[config.mk]
export PLATFORM = sky130hd
export DESIGN_NAME = argmax_feeder
export DESIGN_NICKNAME = d
export VERILOG_FILES = /design/src/rtl/argmax_feeder.sv
export SDC_FILE = /design/constraint.sdc
export NUM_CORES = 1
export LEC_CHECK = 0
export CAP_MARGIN = 10
export CORE_ASPECT_RATIO = 2
export CORE_UTILIZATION = 43
export CTS_BUF_LIST = sky130_fd_sc_hd__clkbuf_16
export CTS_CLUSTER_DIAMETER = 120
export CTS_CLUSTER_SIZE = 10
export DETAILED_ROUTE_END_ITERATION = 8
export PLACE_DENSITY = 0.76
export SLEW_MARGIN = 20
export SYNTH_ARGS = -nofsm -noshare
export SYNTH_HDL_FRONTEND = slang
export SYNTH_SLANG_ARGS = --single-unit
[constraint.sdc]
create_clock -name clk -period 5.95 [get_ports clk]
set_clock_uncertainty 0.05 [all_clocks]
set_input_delay 1.4875 -clock clk [delete_from_list [all_inputs] [get_ports clk]]
set_output_delay 1.4875 -clock clk [all_outputs]
set_load 0.03 [all_outputs]
[src/rtl/argmax_feeder.sv]
// argmax_feeder: collects a serial frame of up to eight signed scores, presents them
// in parallel to the argmax unit under a held enable, and returns the winning
// class index/value to the consumer over a valid/ready handshake.
// Ports:
//   clk, reset                  clock (rising edge), asynchronous active-high reset
//   in_valid/in_data/in_last    serial score stream (class order 1..8)
//   in_ready                    feeder accepts a score this cycle (COLLECT only)
//   x_1..x_8, max_enable        parallel scores and enable to the argmax unit
//   max_outvalid/index/value    argmax result strobe and payload
//   res_valid/ready/index/value winning class returned to the consumer
//   frame_err                   one-cycle pulse on length mismatch or argmax timeout
module argmax_feeder #(
  parameter int unsigned featureWidth = 16,
  parameter int unsigned TIMEOUT      = 16
) (
  input  logic                    clk,
  input  logic                    reset,
  input  logic                    in_valid,
  input  logic [featureWidth-1:0] in_data,
  input  logic                    in_last,
  output logic                    in_ready,
  output logic [featureWidth-1:0] x_1,
  output logic [featureWidth-1:0] x_2,
  output logic [featureWidth-1:0] x_3,
  output logic [featureWidth-1:0] x_4,
  output logic [featureWidth-1:0] x_5,
  output logic [featureWidth-1:0] x_6,
  output logic [featureWidth-1:0] x_7,
  output logic [featureWidth-1:0] x_8,
  output logic                    max_enable,
  input  logic                    max_outvalid,
  input  logic [2:0]              max_index,
  input  logic [featureWidth-1:0] max_value,
  output logic                    res_valid,
  input  logic                    res_ready,
  output logic [2:0]              res_index,
  output logic [featureWidth-1:0] res_value,
  output logic                    frame_err
);

  localparam int unsigned TW = $clog2(TIMEOUT + 1);
  localparam logic [featureWidth-1:0] MIN = {1'b1, {(featureWidth-1){1'b0}}};
  localparam logic [TW-1:0] TLAST = TW'(TIMEOUT - 1);

  typedef enum logic [1:0] {COLLECT, RUN, DONE} state_t;

  state_t                  state;
  logic [2:0]              wcnt;
  logic [TW-1:0]           tcnt;
  logic [featureWidth-1:0] x_q [8];

  assign x_1 = x_q[0];
  assign x_2 = x_q[1];
  assign x_3 = x_q[2];
  assign x_4 = x_q[3];
  assign x_5 = x_q[4];
  assign x_6 = x_q[5];
  assign x_7 = x_q[6];
  assign x_8 = x_q[7];

  // Frame controller; x_q is reloaded with MIN whenever a new frame may begin so
  // slots past the last written word always read MIN.
  always_ff @(posedge clk or posedge reset) begin
    if (reset) begin
      state      <= COLLECT;
      wcnt       <= 3'd0;
      tcnt       <= '0;
      in_ready   <= 1'b1;
      max_enable <= 1'b0;
      res_valid  <= 1'b0;
      res_index  <= 3'd0;
      res_value  <= MIN;
      frame_err  <= 1'b0;
      for (int i = 0; i < 8; i++) x_q[i] <= MIN;
    end else begin
      frame_err <= 1'b0;
      case (state)
        COLLECT: begin
          if (in_valid && in_ready) begin
            if (in_last || wcnt == 3'd7) begin
              // Frame ends: pad any unwritten slots, flag a short or unterminated frame.
              for (int i = 0; i < 8; i++) begin
                if (3'(i) > wcnt) x_q[i] <= MIN;
              end
              frame_err  <= (in_last != (wcnt == 3'd7));
              wcnt       <= 3'd0;
              tcnt       <= '0;
              in_ready   <= 1'b0;
              max_enable <= 1'b1;
              state      <= RUN;
            end else begin
              wcnt <= wcnt + 3'd1;
            end
            x_q[wcnt] <= in_data;
          end
        end
        RUN: begin
          if (max_outvalid) begin
            res_index  <= max_index;
            res_value  <= max_value;
            res_valid  <= 1'b1;
            max_enable <= 1'b0;
            tcnt       <= '0;
            state      <= DONE;
          end else if (tcnt == TLAST) begin
            // Argmax never answered: abandon the frame without a result.
            frame_err  <= 1'b1;
            max_enable <= 1'b0;
            tcnt       <= '0;
            in_ready   <= 1'b1;
            state      <= COLLECT;
            for (int i = 0; i < 8; i++) x_q[i] <= MIN;
          end else begin
            tcnt <= tcnt + TW'(1);
          end
        end
        DONE: begin
          if (res_ready) begin
            res_valid <= 1'b0;
            wcnt      <= 3'd0;
            tcnt      <= '0;
            in_ready  <= 1'b1;
            state     <= COLLECT;
            for (int i = 0; i < 8; i++) x_q[i] <= MIN;
          end
        end
        default: begin
          state    <= COLLECT;
          in_ready <= 1'b1;
        end
      endcase
    end
  end

endmodule
==> impl_results.md <==
- Pre-CTS setup slack: 1.75 ns
- Worst Max-Slew Pin Slew: 0.941 ns
- Pwr/cell area: 524 nW/um^2
- Area inside the core boundary: 15400 sq um
- Post-Route WL: 19500 um
- Top achievable clock speed: 283 MHz
- Remaining max-slew budget at the tightest pin: 0.370
- Net Count, Synth: 555
- Vias per Instance: 5.64
- Worst Setup End Kind: flip-flop
- Arrival time at the worst endpoint: 3.83 ns
- Worst path cell trace: clkdlybuf4s50_1 -> and2b_1 -> nor3_4 -> buf_4 -> o311ai_4 -> mux2_4
- Fraction of layout instances using a drive strength above 1: 0.130
- Detailed placer's ending HPWL: 14000 um
- Total global routing overflow: 0
- CTS clk-pin slew, worst paths: 0.06 ns
- Nets: 728
- Final Setup Violations: 0
- Result of the run: finished, final reports clean
- Met2 Resource Use GR: 0.440
- Most used flip-flop cell after synthesis: sky130_fd_sc_hd__dfrtp_1
- Shortest clock period the worst path allows after layout: 3.54 ns
- CTS tree: done
- Instance count on the critical path: 6
- Max-slew violations: 0
- Number of inserted filler cells in the final layout: 1222
- Most frequent cells in the layout: 191 x sky130_fd_sc_hd__clkdlybuf4s50_1, 151 x sky130_fd_sc_hd__dfrtp_1, 106 x sky130_fd_sc_hd__o2bb2ai_1, 29 x sky130_fd_sc_hd__inv_1, 21 x sky130_fd_sc_hd__mux2_2
- Routed length per placed instance: 22.1 um
- Setup repair after global routing missed its margin: no
- # resized after CTS: 0
- Global-route met3 utilization: 0.0499
- Total Die Area: 16300 sq um
- Setup TNS: 0 ns
- Avg Synthesized Cell Area: 13.5 sq um
- DR vias: 4993
- Crit path largest cell delay: 0.59 ns
- Die Y: 180 um
- Initial detailed-routing violation count: 258
- Cell count of the worst hold path: 2
- Critical path required time: 6.24 ns
- Number of enable-type register cells in the synthesized netlist: 0
- Async set or reset register ratio after synthesis: 1.00
- Count of standard-cell rows: 64
- Most common cell after layout, fill and taps aside: sky130_fd_sc_hd__clkdlybuf4s50_1
- TritonCTS buffer count: 17
- Wire length of the first global-routing pass: 30500 um
- LEAKAGE: 4.03 nW
- CTS Buffer Depth: 2
- Setup WS post-layout: 2.41 ns
- Worst-case reg-to-reg path depth: 6
- Worst-path maximum fanout: 16
- Gr busiest metal: met2
- H-tree levels: 4
- Area taken by flip-flops and latches: 4040 sq um
- Critical path buffers and inverters: 2
- Effective utilization at floorplan: 0.441
- Number of unique standard cell types used by synthesis: 55
- Die extent in x: 90.8 um
- Root buffer cell: sky130_fd_sc_hd__clkbuf_16
- WS Path Type: primary input to flip-flop
- Routability congestion estimate: 0.857
- Antenna-violating nets left: 0
- Critical-path top delay cell: sky130_fd_sc_hd__nor3_4
- Post-CTS Setup Repair Bufs: 0
- Dominant delay contributor by cell family on the critical path: simple AND/OR/NAND/NOR gates
- Seq/Total Area, Yosys: 0.596
- Total number of clock tree sinks: 161
- Post-Syn Instances: 502
- Number of global-route vias before repair: 5290
- Met1 usage in global routing: 0.272
- Largest net degree at the start of global routing: 65
- Type of the most critical hold path: flip-flop to flip-flop
- Warnings, synthesis: 0
- Count of maximum capacitance violations: 0
- Number of DRC violations after detailed routing: 0
- Buffers on Ports: 191
- Multi-input gate area in the final layout: 2360 sq um
- Inserted Diodes: 0
- Maximum ir drop on the vdd rail: 0.000459 V
- Gr usage total: 0.247
- Summed instance area of the synthesized netlist: 6780 sq um
- Number of top-level pins: 192
- Number of iterations in the first detailed-routing pass: 4
- Yosys reg bits: 161
- Area growth from synthesis to final layout: 38.3%
- Setup crit start kind: primary input
- Ratio of final minimum period to clock period: 0.594
- Hold bufs inserted after CTS: 0
- Worst skew pair latency: 0.42 ns
- Antenna violations before repair: 0
- Final hold violation count: 0
-- stage by stage --
stage	instances	instance area, sq um	total power, mW	hold WS [ns]	utilization
6_report	885	9370	4.92	0.424	0.610
5_1_grt	885	9370	5.13	0.444	0.610
4_1_cts	882	9350	4.92	0.423	0.608
3_5_place_dp	851	8710	3.72	0.410	0.566
3_3_place_gp	851	8710	3.65	0.406	0.566
2_1_floorplan	502	6780	3.01	0.414	-
-- sequential cells by signal, indices dropped and copies added, names as in the netlist, 2 cells and up --
signal / cells
res_index: 3
res_value: 16
state: 2
tcnt: 5
wcnt: 3
x_1: 16
x_2: 16
x_3: 16
x_4: 16
x_5: 16
x_6: 16
x_7: 16
x_8: 16
-- final timing paths --
path | startpoint | slack, ns | end
setup / recovery | res_ready | 2.41 | x_7[15]
hold / removal | x_1[15] | 0.42 | x_1[15]
setup reg to reg | tcnt[0] | 3.12 | x_6[3]
hold reg to reg | x_1[15] | 0.42 | x_1[15]
max in group asynchronous | reset | 3.17 | x_8[4]
min in group asynchronous | reset | 1.46 | x_3[12]
-- where the power goes --
group          switching [mW]  internal [mW]  total (mW)
combinational            1.40          0.806        2.21
sequential              0.172           1.34        1.52
clock                   0.478          0.718        1.20
total                    2.05           2.87        4.92
-- tightest hold or removal path, stage by stage (launching register included) --
cell and delay [ns]:
sky130_fd_sc_hd__dfstp_2 0.37, sky130_fd_sc_hd__inv_1 0.05, sky130_fd_sc_hd__a2bb2oi_1 0.06
-- logic make-up (layout without fill, tap and decap cells) --
kind of cell               count (synthesis)  count (layout)  share of synthesized area
and+or+nand+nor                           67              67                     0.0694
muxes                                     24              24                     0.0408
DFF                                      161             161                      0.596
AOI/OAI and AO/OA                        164             164                      0.216
buffers and inverters                     74             259                     0.0557
adders and majority gates                 12              12                     0.0221
-- cell type report --
type                       count  area share
clock buffer                  17      0.0454
clock inverter                14      0.0231
inverter                      30      0.0125
multi-input combinational    267       0.252
sequential                   161       0.431
tap                          198      0.0264
timing repair buffer         198       0.209
-- metal layers --
metal / routed length [um] / vias to the layer above / share of wire
li1: - / 2191 / -
met1: 7220 / 2563 / 0.37
met2: 10600 / 194 / 0.54
met3: 857 / 45 / 0.044
met4: 861 / 0 / 0.044
met5: 0 / - / 0
-- synthesized netlist by cell type, types with 2 or more instances --
| cell type | number | area [sq um] |
|---|---|---|
| sky130_fd_sc_hd__o2bb2ai_1 | 106 | 928 |
| sky130_fd_sc_hd__o21a_1 | 2 | 15.0 |
| sky130_fd_sc_hd__clkbuf_8 | 2 | 27.5 |
| sky130_fd_sc_hd__ha_1 | 12 | 150 |
| sky130_fd_sc_hd__o22ai_1 | 2 | 12.5 |
| sky130_fd_sc_hd__o211ai_1 | 3 | 22.5 |
| sky130_fd_sc_hd__dfrtp_1 | 151 | 3780 |
| sky130_fd_sc_hd__nor2b_1 | 2 | 12.5 |
| sky130_fd_sc_hd__nand3_1 | 2 | 10.0 |
| sky130_fd_sc_hd__o21ai_0 | 8 | 40.0 |
| sky130_fd_sc_hd__and3_1 | 4 | 25.0 |
| sky130_fd_sc_hd__buf_2 | 14 | 70.1 |
| sky130_fd_sc_hd__mux2_4 | 2 | 30.0 |
| sky130_fd_sc_hd__a21o_1 | 2 | 15.0 |
| sky130_fd_sc_hd__mux2_2 | 21 | 236 |
| sky130_fd_sc_hd__inv_1 | 30 | 113 |
| sky130_fd_sc_hd__nand2b_1 | 18 | 113 |
| sky130_fd_sc_hd__a22o_1 | 16 | 140 |
| sky130_fd_sc_hd__o311ai_4 | 4 | 105 |
| sky130_fd_sc_hd__a21oi_1 | 5 | 25.0 |
| sky130_fd_sc_hd__buf_1 | 15 | 56.3 |
| sky130_fd_sc_hd__nor3_1 | 3 | 15.0 |
| sky130_fd_sc_hd__a2bb2oi_1 | 3 | 26.3 |
| sky130_fd_sc_hd__nand3_4 | 6 | 105 |
| sky130_fd_sc_hd__a22oi_1 | 2 | 15.0 |
| sky130_fd_sc_hd__dfstp_2 | 10 | 263 |
| sky130_fd_sc_hd__buf_6 | 4 | 45.0 |
| sky130_fd_sc_hd__a211o_1 | 2 | 17.5 |
| sky130_fd_sc_hd__a31oi_1 | 2 | 12.5 |
| sky130_fd_sc_hd__nand4b_1 | 2 | 17.5 |
| sky130_fd_sc_hd__nand2_1 | 8 | 30.0 |
| sky130_fd_sc_hd__clkbuf_1 | 5 | 18.8 |
| sky130_fd_sc_hd__nor2_1 | 12 | 45.0 |
(Power assumes the default switching activity.)
